==> src/rtl/fadd_share_arb_if.sv <==
// Handshake and data bundle around fadd_share_arb: two requester ports,
// two response ports and the link to the shared FP add/sub unit.
// slave  = arbiter side, master = environment (requesters, unit, consumers).
interface fadd_share_arb_if;
    logic        req0_valid, req0_ready, req0_sub;
    logic [31:0] req0_a, req0_b;
    logic        req1_valid, req1_ready, req1_sub;
    logic [31:0] req1_a, req1_b;

    logic [31:0] fu_a, fu_b;
    logic        fu_sub, fu_valid, fu_en;
    logic [31:0] fu_res;
    logic [4:0]  fu_flags;

    logic        rsp0_valid, rsp0_ready;
    logic [31:0] rsp0_res;
    logic [4:0]  rsp0_flags;
    logic        rsp1_valid, rsp1_ready;
    logic [31:0] rsp1_res;
    logic [4:0]  rsp1_flags;

    modport slave (
        input  req0_valid, req0_a, req0_b, req0_sub,
        input  req1_valid, req1_a, req1_b, req1_sub,
        output req0_ready, req1_ready,
        output fu_a, fu_b, fu_sub, fu_valid, fu_en,
        input  fu_res, fu_flags,
        output rsp0_valid, rsp0_res, rsp0_flags,
        output rsp1_valid, rsp1_res, rsp1_flags,
        input  rsp0_ready, rsp1_ready
    );

    modport master (
        output req0_valid, req0_a, req0_b, req0_sub,
        output req1_valid, req1_a, req1_b, req1_sub,
        input  req0_ready, req1_ready,
        input  fu_a, fu_b, fu_sub, fu_valid, fu_en,
        output fu_res, fu_flags,
        input  rsp0_valid, rsp0_res, rsp0_flags,
        input  rsp1_valid, rsp1_res, rsp1_flags,
        output rsp0_ready, rsp1_ready
    );
endinterface

==> src/rtl/fadd_share_arb.sv <==
// Two-requester arbiter in front of one pipelined FP add/sub unit.
// A tag pipeline ({valid,id} per unit stage) tracks who owns each result;
// the whole unit stalls while the head result waits on its consumer.
// Build option: FADD_ARB_FIXED_PRIO_EN -> requester 0 always wins, no pointer;
// otherwise round-robin with a 1-bit priority pointer.
module fadd_share_arb #(
    parameter int LAT = 3
) (
    input logic             clk,
    input logic             rst_n,
    fadd_share_arb_if.slave bus
);
    logic [LAT-1:0] tag_vld_q, tag_vld_d;
    logic [LAT-1:0] tag_id_q,  tag_id_d;
    logic           head_vld, head_id, head_rdy, fu_en;
    logic           rdy0, rdy1, gnt0, gnt1, issue;
`ifndef FADD_ARB_FIXED_PRIO_EN
    logic           ptr_q, ptr_d;
`endif

    assign head_vld = tag_vld_q[LAT-1];
    assign head_id  = tag_id_q[LAT-1];
    assign head_rdy = head_id ? bus.rsp1_ready : bus.rsp0_ready;
    // Unit advances unless the head result is held by its consumer.
    assign fu_en    = !(head_vld && !head_rdy);

    // Ready looks only at the other requester's valid; reset forces it low.
    always_comb begin
`ifdef FADD_ARB_FIXED_PRIO_EN
        rdy0 = fu_en && rst_n;
        rdy1 = fu_en && rst_n && !bus.req0_valid;
`else
        rdy0 = fu_en && rst_n && (!ptr_q || !bus.req1_valid);
        rdy1 = fu_en && rst_n && ( ptr_q || !bus.req0_valid);
`endif
    end

    assign gnt0  = bus.req0_valid && rdy0;
    assign gnt1  = bus.req1_valid && rdy1;
    assign issue = gnt0 || gnt1;

    assign bus.req0_ready = rdy0;
    assign bus.req1_ready = rdy1;
    assign bus.fu_en      = fu_en;
    assign bus.fu_valid   = issue;
    assign bus.fu_a       = gnt0 ? bus.req0_a   : (gnt1 ? bus.req1_a   : 32'h0);
    assign bus.fu_b       = gnt0 ? bus.req0_b   : (gnt1 ? bus.req1_b   : 32'h0);
    assign bus.fu_sub     = gnt0 ? bus.req0_sub : (gnt1 ? bus.req1_sub : 1'b0);

    // Head slot steers the unit result to its owner; the other port reads 0.
    assign bus.rsp0_valid = head_vld && !head_id;
    assign bus.rsp1_valid = head_vld &&  head_id;
    assign bus.rsp0_res   = bus.rsp0_valid ? bus.fu_res   : 32'h0;
    assign bus.rsp0_flags = bus.rsp0_valid ? bus.fu_flags : 5'h0;
    assign bus.rsp1_res   = bus.rsp1_valid ? bus.fu_res   : 32'h0;
    assign bus.rsp1_flags = bus.rsp1_valid ? bus.fu_flags : 5'h0;

    // Tag pipeline shifts in lock-step with the unit; slot 0 takes the issue.
    always_comb begin
        tag_vld_d = tag_vld_q;
        tag_id_d  = tag_id_q;
        if (fu_en) begin
            for (int i = LAT - 1; i > 0; i--) begin
                tag_vld_d[i] = tag_vld_q[i-1];
                tag_id_d[i]  = tag_id_q[i-1];
            end
            tag_vld_d[0] = issue;
            tag_id_d[0]  = gnt1;
        end
    end

`ifndef FADD_ARB_FIXED_PRIO_EN
    // After any grant the pointer prefers the requester that did not win.
    always_comb begin
        ptr_d = ptr_q;
        if (issue) ptr_d = !gnt1;
    end
`endif

    // State registers; reset drops every in-flight tag.
    always_ff @(posedge clk or negedge rst_n) begin
        if (!rst_n) begin
            tag_vld_q <= '0;
            tag_id_q  <= '0;
`ifndef FADD_ARB_FIXED_PRIO_EN
            ptr_q     <= 1'b0;
`endif
        end else begin
            tag_vld_q <= tag_vld_d;
            tag_id_q  <= tag_id_d;
`ifndef FADD_ARB_FIXED_PRIO_EN
            ptr_q     <= ptr_d;
`endif
        end
    end
endmodule

==> src/flat_wrapper.sv <==
// flat-port wrapper written by rule: the top's interface ports become plain ports
module fadd_share_arb_flat 
#(
    parameter int LAT = 3
)
  (clk, rst_n, bus_req0_valid, bus_req0_a, bus_req0_b, bus_req0_sub, bus_req1_valid, bus_req1_a, bus_req1_b, bus_req1_sub, bus_req0_ready, bus_req1_ready, bus_fu_a, bus_fu_b, bus_fu_sub, bus_fu_valid, bus_fu_en, bus_fu_res, bus_fu_flags, bus_rsp0_valid, bus_rsp0_res, bus_rsp0_flags, bus_rsp1_valid, bus_rsp1_res, bus_rsp1_flags, bus_rsp0_ready, bus_rsp1_ready);
  fadd_share_arb_if bus_i ();
  input logic clk;
  input logic rst_n;
  input wire logic [$bits(bus_i.req0_valid)-1:0] bus_req0_valid;
  input wire logic [$bits(bus_i.req0_a)-1:0] bus_req0_a;
  input wire logic [$bits(bus_i.req0_b)-1:0] bus_req0_b;
  input wire logic [$bits(bus_i.req0_sub)-1:0] bus_req0_sub;
  input wire logic [$bits(bus_i.req1_valid)-1:0] bus_req1_valid;
  input wire logic [$bits(bus_i.req1_a)-1:0] bus_req1_a;
  input wire logic [$bits(bus_i.req1_b)-1:0] bus_req1_b;
  input wire logic [$bits(bus_i.req1_sub)-1:0] bus_req1_sub;
  output wire logic [$bits(bus_i.req0_ready)-1:0] bus_req0_ready;
  output wire logic [$bits(bus_i.req1_ready)-1:0] bus_req1_ready;
  output wire logic [$bits(bus_i.fu_a)-1:0] bus_fu_a;
  output wire logic [$bits(bus_i.fu_b)-1:0] bus_fu_b;
  output wire logic [$bits(bus_i.fu_sub)-1:0] bus_fu_sub;
  output wire logic [$bits(bus_i.fu_valid)-1:0] bus_fu_valid;
  output wire logic [$bits(bus_i.fu_en)-1:0] bus_fu_en;
  input wire logic [$bits(bus_i.fu_res)-1:0] bus_fu_res;
  input wire logic [$bits(bus_i.fu_flags)-1:0] bus_fu_flags;
  output wire logic [$bits(bus_i.rsp0_valid)-1:0] bus_rsp0_valid;
  output wire logic [$bits(bus_i.rsp0_res)-1:0] bus_rsp0_res;
  output wire logic [$bits(bus_i.rsp0_flags)-1:0] bus_rsp0_flags;
  output wire logic [$bits(bus_i.rsp1_valid)-1:0] bus_rsp1_valid;
  output wire logic [$bits(bus_i.rsp1_res)-1:0] bus_rsp1_res;
  output wire logic [$bits(bus_i.rsp1_flags)-1:0] bus_rsp1_flags;
  input wire logic [$bits(bus_i.rsp0_ready)-1:0] bus_rsp0_ready;
  input wire logic [$bits(bus_i.rsp1_ready)-1:0] bus_rsp1_ready;
  assign bus_i.req0_valid = bus_req0_valid;
  assign bus_i.req0_a = bus_req0_a;
  assign bus_i.req0_b = bus_req0_b;
  assign bus_i.req0_sub = bus_req0_sub;
  assign bus_i.req1_valid = bus_req1_valid;
  assign bus_i.req1_a = bus_req1_a;
  assign bus_i.req1_b = bus_req1_b;
  assign bus_i.req1_sub = bus_req1_sub;
  assign bus_req0_ready = bus_i.req0_ready;
  assign bus_req1_ready = bus_i.req1_ready;
  assign bus_fu_a = bus_i.fu_a;
  assign bus_fu_b = bus_i.fu_b;
  assign bus_fu_sub = bus_i.fu_sub;
  assign bus_fu_valid = bus_i.fu_valid;
  assign bus_fu_en = bus_i.fu_en;
  assign bus_i.fu_res = bus_fu_res;
  assign bus_i.fu_flags = bus_fu_flags;
  assign bus_rsp0_valid = bus_i.rsp0_valid;
  assign bus_rsp0_res = bus_i.rsp0_res;
  assign bus_rsp0_flags = bus_i.rsp0_flags;
  assign bus_rsp1_valid = bus_i.rsp1_valid;
  assign bus_rsp1_res = bus_i.rsp1_res;
  assign bus_rsp1_flags = bus_i.rsp1_flags;
  assign bus_i.rsp0_ready = bus_rsp0_ready;
  assign bus_i.rsp1_ready = bus_rsp1_ready;
  fadd_share_arb #(.LAT(LAT)) u_core (.clk(clk), .rst_n(rst_n), .bus(bus_i));
endmodule
==> config.mk <==
export PLATFORM = sky130hd
export DESIGN_NAME = fadd_share_arb_flat
export DESIGN_NICKNAME = d
export VERILOG_FILES = /design/src/rtl/fadd_share_arb_if.sv /design/src/rtl/fadd_share_arb.sv /design/src/flat_wrapper.sv
export SDC_FILE = /design/constraint.sdc
export NUM_CORES = 1
export LEC_CHECK = 0
export BUFFER_PORTS_ARGS = -buffer_cell sky130_fd_sc_hd__clkbuf_2
export CAP_MARGIN = 20
export CORE_AREA = 3 3 122 124
export DETAILED_ROUTE_END_ITERATION = 10
export DIE_AREA = 0 0 125 127
export PLACE_DENSITY = 0.54
export SYNTH_ARGS = -nofsm -noshare
export SYNTH_HDL_FRONTEND = slang
export SYNTH_SLANG_ARGS = --single-unit
==> constraint.sdc <==
create_clock -name clk -period 4.9 [get_ports clk]
set_clock_uncertainty 0.2 [all_clocks]
set_input_delay 0.49 -clock clk [delete_from_list [all_inputs] [get_ports clk]]
set_output_delay 0.49 -clock clk [all_outputs]
set_load 0.1 [all_outputs]
Word-level counts from Yosys, hierarchy flattened --
Cells that the tools add are included.
Storage, ports and cells: memory bits (writable) 0, word-level logic and storage cells 32, memories 0, output and inout port bits 145, latch bits 0, register bits 7, memory bits (read-only) 0, bits of input ports 173
Cells by class: shift operators 0, reduce and logical (&&, ||, !) cells 18, $mul 0, eq/ne operators 0, bitwise logic cells 0, divide/modulo/power cells 0, order comparisons 0, mux-type cells 11, $add $sub $neg 0
Operators by type and width (count):
- $mux 32 | 6
- $mux 5 | 2
- $logic_and 1x1->1 | 8
- $logic_not 1->1 | 7
- $logic_or 1x1->1 | 3
- $mux 1 | 3

Depth between registers and ports, before layout --
depth in word-level cells 9, gate-level depth with buffers 6, depth with buffers taken out 3

Worst setup path after synthesis --
Ideal clock, no wire load.
path kind input -> output, start input bus_req1_valid, end output bus_fu_a[23], required time 4210 ps, stages 6, arrival 2488 ps, path slack 1722 ps, buffers on the path 3, path through buf_2 a21boi_1 buf_2 buf_2 a32oi_1 nor2_1
On the way: longest elaborated chain between the ends 5, elaborated cells on any way between the ends 7, classes of those cells mux (2); reduce/logical (5)
RTL lines:
- start: declaration | RTL line flat_wrapper.sv:14 | input wire logic [$bits(bus_i.req1_valid)-1:0] bus_req1_valid;
- $logic_not 1->1 | RTL line fadd_share_arb.sv:33 | rdy0 = fu_en && rst_n && (!ptr_q || !bus.req1_valid);
- $logic_or 1x1->1 | RTL line fadd_share_arb.sv:33
- $logic_and 1x1->1 | RTL line fadd_share_arb.sv:33
- $logic_and 1x1->1 | RTL line fadd_share_arb.sv:38 | assign gnt0 = bus.req0_valid && rdy0;
- $mux 32 * | RTL line fadd_share_arb.sv:46 | assign bus.fu_a = gnt0 ? bus.req0_a : (gnt1 ? bus.req1_a : 32'h0);
- end: declaration | RTL line flat_wrapper.sv:20 | output wire logic [$bits(bus_i.fu_a)-1:0] bus_fu_a;
Mark *: on every way between the ends. The rest lies on a longest branch, timed or not.

Worst setup path in the final report --
start register u_core.ptr_q, end output bus_fu_a[12]
On the way: longest elaborated chain between the ends 5, elaborated cells on any way between the ends 9, classes of those cells mux (2); reduce/logical (7)
RTL lines:
- start: declaration | RTL line fadd_share_arb.sv:18 | logic ptr_q, ptr_d;
- start signal: assignment | RTL line fadd_share_arb.sv:92 | ptr_q <= ptr_d;
- $logic_or 1x1->1 / $logic_not 1->1 (equally long branches) | RTL line fadd_share_arb.sv:34, fadd_share_arb.sv:33
- $logic_and 1x1->1 / $logic_or 1x1->1 (equally long branches) | RTL line fadd_share_arb.sv:34, fadd_share_arb.sv:33
- $logic_and 1x1->1, on equally long branches | RTL line fadd_share_arb.sv:39, fadd_share_arb.sv:33
- $mux 32 / $logic_and 1x1->1 (equally long branches) | RTL line fadd_share_arb.sv:46, fadd_share_arb.sv:38
- $mux 32 * | RTL line fadd_share_arb.sv:46
Marks and branches as above.

==> report_table.html <==
<table>
<tr><th>Metric</th><th>Value</th></tr>
<tr><th colspan="2">Run status</th></tr>
<tr><td>Run status</td><td>completed</td></tr>
<tr><th colspan="2">STA</th></tr>
<tr><td>Setup repair after global routing missed its margin</td><td>false</td></tr>
<tr><td>Relative slew slack</td><td>50.2%</td></tr>
<tr><td>Hold Violations, Final</td><td>0</td></tr>
<tr><td>Period utilization</td><td>67.9%</td></tr>
<tr><td>Final min period</td><td>3.33 ns</td></tr>
<tr><td>Max-slew violation count</td><td>0</td></tr>
<tr><td>Slew of the pin with the lowest slew margin</td><td>0.747 ns</td></tr>
<tr><td>Total of endpoints with negative setup slack in the final report</td><td>0</td></tr>
<tr><td>Total Neg Setup Slack</td><td>0 ns</td></tr>
<tr><td>Tightest hold margin</td><td>0.245 ns</td></tr>
<tr><td>Maximum operating frequency</td><td>301 MHz</td></tr>
<tr><th colspan="2">Power and ir drop</th></tr>
<tr><td>Power dissipated by switching net loads</td><td>2260 µW</td></tr>
<tr><td>Leakage power figure</td><td>0.00214 µW</td></tr>
<tr><td>Combinational group share of total power</td><td>91.6%</td></tr>
<tr><td>Max VDD drop</td><td>0.000287 V</td></tr>
<tr><td>Switching part of the total</td><td>79.2%</td></tr>
<tr><td>Design Power</td><td>2850 µW</td></tr>
<tr><td>Proportion of power drawn by the clock network</td><td>4.8%</td></tr>
<tr><td>Int Pwr</td><td>592 µW</td></tr>
<tr><td>Share of total power in sequential cells</td><td>3.6%</td></tr>
<tr><td>Power density over cell area</td><td>782 nW/µm²</td></tr>
<tr><th colspan="2">Yosys</th></tr>
<tr><td>Gate count of the mapped netlist</td><td>281</td></tr>
<tr><td>Proportion of register bits with asynchronous set or reset after synthesis</td><td>100%</td></tr>
<tr><td>Warnings, synthesis</td><td>0</td></tr>
<tr><td>Combined area of all synthesized cells</td><td>1810 µm²</td></tr>
<tr><td>Avg Inst Size Synth</td><td>6.46 µm²</td></tr>
<tr><td>Synth top area cells</td><td>sky130_fd_sc_hd__a32oi_1, sky130_fd_sc_hd__nor2_1, sky130_fd_sc_hd__and2_1</td></tr>
<tr><td>Number of nets produced by synthesis</td><td>454</td></tr>
<tr><td>Area share of the largest cell type after synthesis</td><td>31.4%</td></tr>
<tr><td>Yosys top cell by area</td><td>sky130_fd_sc_hd__a32oi_1</td></tr>
<tr><td>Distinct cells, synth</td><td>22</td></tr>
<tr><td>Part of the Yosys area used for sequential elements</td><td>9.66%</td></tr>
<tr><td>Flip-flop and latch count after synthesis</td><td>7</td></tr>
<tr><td>Number of synthesized flops with an enable pin</td><td>0</td></tr>
<tr><td>Prevailing post-synth register cell</td><td>sky130_fd_sc_hd__dfrtp_1</td></tr>
<tr><th colspan="2">Placed design</th></tr>
<tr><td>Weighted congestion reported at the end of routability-driven placement</td><td>0.732</td></tr>
<tr><td>Inst Count DP</td><td>743</td></tr>
<tr><td>Placed Area</td><td>3530 µm²</td></tr>
<tr><td>Input/output buffers</td><td>317</td></tr>
<tr><td>Final HPWL from detailed placement</td><td>9660 µm</td></tr>
<tr><th colspan="2">Clock tree</th></tr>
<tr><td>Clock tree from TritonCTS</td><td>yes</td></tr>
<tr><td>TritonCTS Buffers</td><td>3</td></tr>
<tr><td>Max H-tree Level</td><td>1</td></tr>
<tr><td>Post-CTS Setup Inserts</td><td>0</td></tr>
<tr><td>Clk pin slew, worst setup/hold paths</td><td>0.04 ns</td></tr>
<tr><td>Clock Sink Count</td><td>7</td></tr>
<tr><td>CTS max path bufs</td><td>2</td></tr>
<tr><td>Worst-Skew Late Latency</td><td>0.23 ns</td></tr>
<tr><td>CTS Root Cell</td><td>sky130_fd_sc_hd__clkbuf_16</td></tr>
<tr><th colspan="2">Worst setup path</th></tr>
<tr><td>Delay-heaviest family, CP</td><td>buffers and inverters</td></tr>
<tr><td>R2R setup slack</td><td>2.78 ns</td></tr>
<tr><td>Nature of the critical path startpoint</td><td>flop</td></tr>
<tr><td>Critical Path Slowest Stage Cell</td><td>sky130_fd_sc_hd__nand2b_2</td></tr>
<tr><td>Ordered list of cells on the worst path</td><td>nand2b_2 -&gt; buf_4 -&gt; a32oi_1 -&gt; nor2_1 -&gt; clkbuf_2</td></tr>
<tr><td>Crit Path Category</td><td>flop to primary output</td></tr>
<tr><td>Crit-path max cell delay</td><td>0.58 ns</td></tr>
<tr><td>Maximum fanout along the worst path</td><td>38</td></tr>
<tr><td>Path length in cells of the critical path</td><td>5</td></tr>
<tr><td>Capturing element type of the critical path</td><td>primary output</td></tr>
<tr><td>Required time of the worst setup path</td><td>4.21 ns</td></tr>
<tr><td>Cell depth of the worst flop-to-flop path</td><td>4</td></tr>
<tr><td>Critical path arrival</td><td>2.64 ns</td></tr>
<tr><td>CP bufs+invs</td><td>2</td></tr>
<tr><th colspan="2">Global route</th></tr>
<tr><td>Total global-route track usage</td><td>13.1%</td></tr>
<tr><td>Total gr overflow</td><td>0</td></tr>
<tr><td>Vias in the first global route</td><td>3120</td></tr>
<tr><td>Largest net degree at the start of global routing</td><td>70</td></tr>
<tr><td>Antenna violations before repair</td><td>0</td></tr>
<tr><td>Wire length of the first global-routing pass</td><td>17300 µm</td></tr>
<tr><th colspan="2">Floorplan</th></tr>
<tr><td>FP Rows</td><td>43</td></tr>
<tr><td>Total Die Area</td><td>15900 µm²</td></tr>
<tr><td>Starting density of the core</td><td>13.1%</td></tr>
<tr><td>Vertical die dimension</td><td>127 µm</td></tr>
<tr><td>Horizontal extent of the die</td><td>125 µm</td></tr>
<tr><td>Number of primary I/O pins</td><td>318</td></tr>
<tr><td>Total core area</td><td>13900 µm²</td></tr>
<tr><th colspan="2">Finish</th></tr>
<tr><td>Total non-filler cell area in the finished layout</td><td>3650 µm²</td></tr>
<tr><td>Commonest cells after routing, fill and taps aside</td><td>sky130_fd_sc_hd__clkbuf_2, sky130_fd_sc_hd__nor2_1, sky130_fd_sc_hd__a32oi_1</td></tr>
<tr><td>Footprint of the flip-flops and latches</td><td>175 µm²</td></tr>
<tr><td>Net count, final</td><td>743</td></tr>
<tr><td>ANT cells</td><td>0</td></tr>
<tr><td>Fraction of final layout cells with drive strength greater than 1</td><td>58.9%</td></tr>
<tr><td>Filler cell count</td><td>1626</td></tr>
<tr><td>Combined area of the multi-input logic cells</td><td>1470 µm²</td></tr>
<tr><td>Most common library cell in the layout ignoring fill and taps</td><td>sky130_fd_sc_hd__clkbuf_2</td></tr>
<tr><td>Cell Count, Final, Fillers Out</td><td>749</td></tr>
<tr><td>Area growth, synth to finish</td><td>101%</td></tr>
<tr><th colspan="2">Drt</th></tr>
<tr><td>Post-detailed-routing wire length</td><td>11900 µm</td></tr>
<tr><td>Detailed-route DRC error count</td><td>0</td></tr>
<tr><td>Final routed wire length divided by cell count</td><td>15.9 µm</td></tr>
<tr><td>Total number of vias</td><td>3351</td></tr>
<tr><td>Detailed Route Iter0 Violations</td><td>111</td></tr>
<tr><td>Number of nets with antenna violations after detailed routing</td><td>0</td></tr>
<tr><td>DRT Pass-1 Iters</td><td>4</td></tr>
<tr><td>Vias per cell</td><td>4.47</td></tr>
<tr><th colspan="2">Worst hold path</th></tr>
<tr><td>Worst min path class</td><td>flop to flop</td></tr>
<tr><td>Hold Path Cell Cnt</td><td>1</td></tr>
<tr><th colspan="2">Run</th></tr>
<tr><td>Max-cap viol count</td><td>0</td></tr>
</table>
flip-flops by register name, indices dropped and copies added, names as in the netlist:
register / cells
u_core.tag_id_q: 3
u_core.tag_vld_q: 3
u_core.ptr_q: 1
Yosys cell counts (3+ instances only):
library cell / count
sky130_fd_sc_hd__nor2_1: 68
sky130_fd_sc_hd__a32oi_1: 65
sky130_fd_sc_hd__and2_1: 38
sky130_fd_sc_hd__and3_1: 37
sky130_fd_sc_hd__buf_2: 19
sky130_fd_sc_hd__clkbuf_1: 19
sky130_fd_sc_hd__dfrtp_1: 7
sky130_fd_sc_hd__nand2_1: 5
sky130_fd_sc_hd__mux2_2: 3
sky130_fd_sc_hd__o21ai_0: 3
final timing paths:
path	from	end
worst max-delay path	u_core.ptr_q	bus_fu_a[12]
worst min-delay path	u_core.tag_vld_q[1]	u_core.tag_vld_q[2]
worst max register to register	u_core.tag_id_q[2]	u_core.tag_vld_q[0]
worst min register to register	u_core.tag_vld_q[1]	u_core.tag_vld_q[2]
max in group asynchronous	rst_n	u_core.tag_vld_q[2]
min in group asynchronous	rst_n	u_core.ptr_q
cell families after synthesis:
logic type | Yosys count | share of synthesized area [%]
flip-flops | 7 | 9.66
AO/OA/AOI/OAI | 74 | 34.6
buffers and inverters | 42 | 10.4
multiplexers | 4 | 2.41
AND/OR/NAND/NOR | 154 | 42.9
power by group through the flow:
| stage | Sequential, µW | Clock (µW) | Combinational, µW |
|---|---|---|---|
| detailed placement | 127 | 0 | 2580 |
| floorplan | 100 | 0 | 2190 |
| CTS | 126 | 140 | 2590 |
| global route | 108 | 145 | 2720 |
| global placement | 127 | 0 | 2570 |
| finish | 103 | 137 | 2610 |
layout make-up:
class	count	share of cell area [%]
tap	180	6.18
multi-input combinational	232	40.4
inverter	1	0.103
sequential	7	4.80
timing repair buffer	325	46.3
clock buffer	4	2.16
metal layers:
metal,track usage (%),vias up,share of wire [%]
li1,-,1629,-
met1,15.9,1514,39
met2,25.1,206,52
met3,2.30,2,8.9
met4,1.28,0,0.16
met5,0,-,0
per-stage QoR:
stage | util (%) | setup slack [ns]
2_1_floorplan | - | 1.72
3_3_place_gp | 25.3 | 1.40
3_5_place_dp | 25.4 | 1.37
4_1_cts | 26.1 | 1.12
5_1_grt | 26.3 | 1.42
6_report | 26.3 | 1.57
timing repair:
item / 4_1_cts / 5_1_grt
endpoints found under the hold margin: 7 / 0
hold buffers: 1 / 0
gates resized for setup: 0 / 0
No activity file was read; power rests on OpenSTA's default activity.
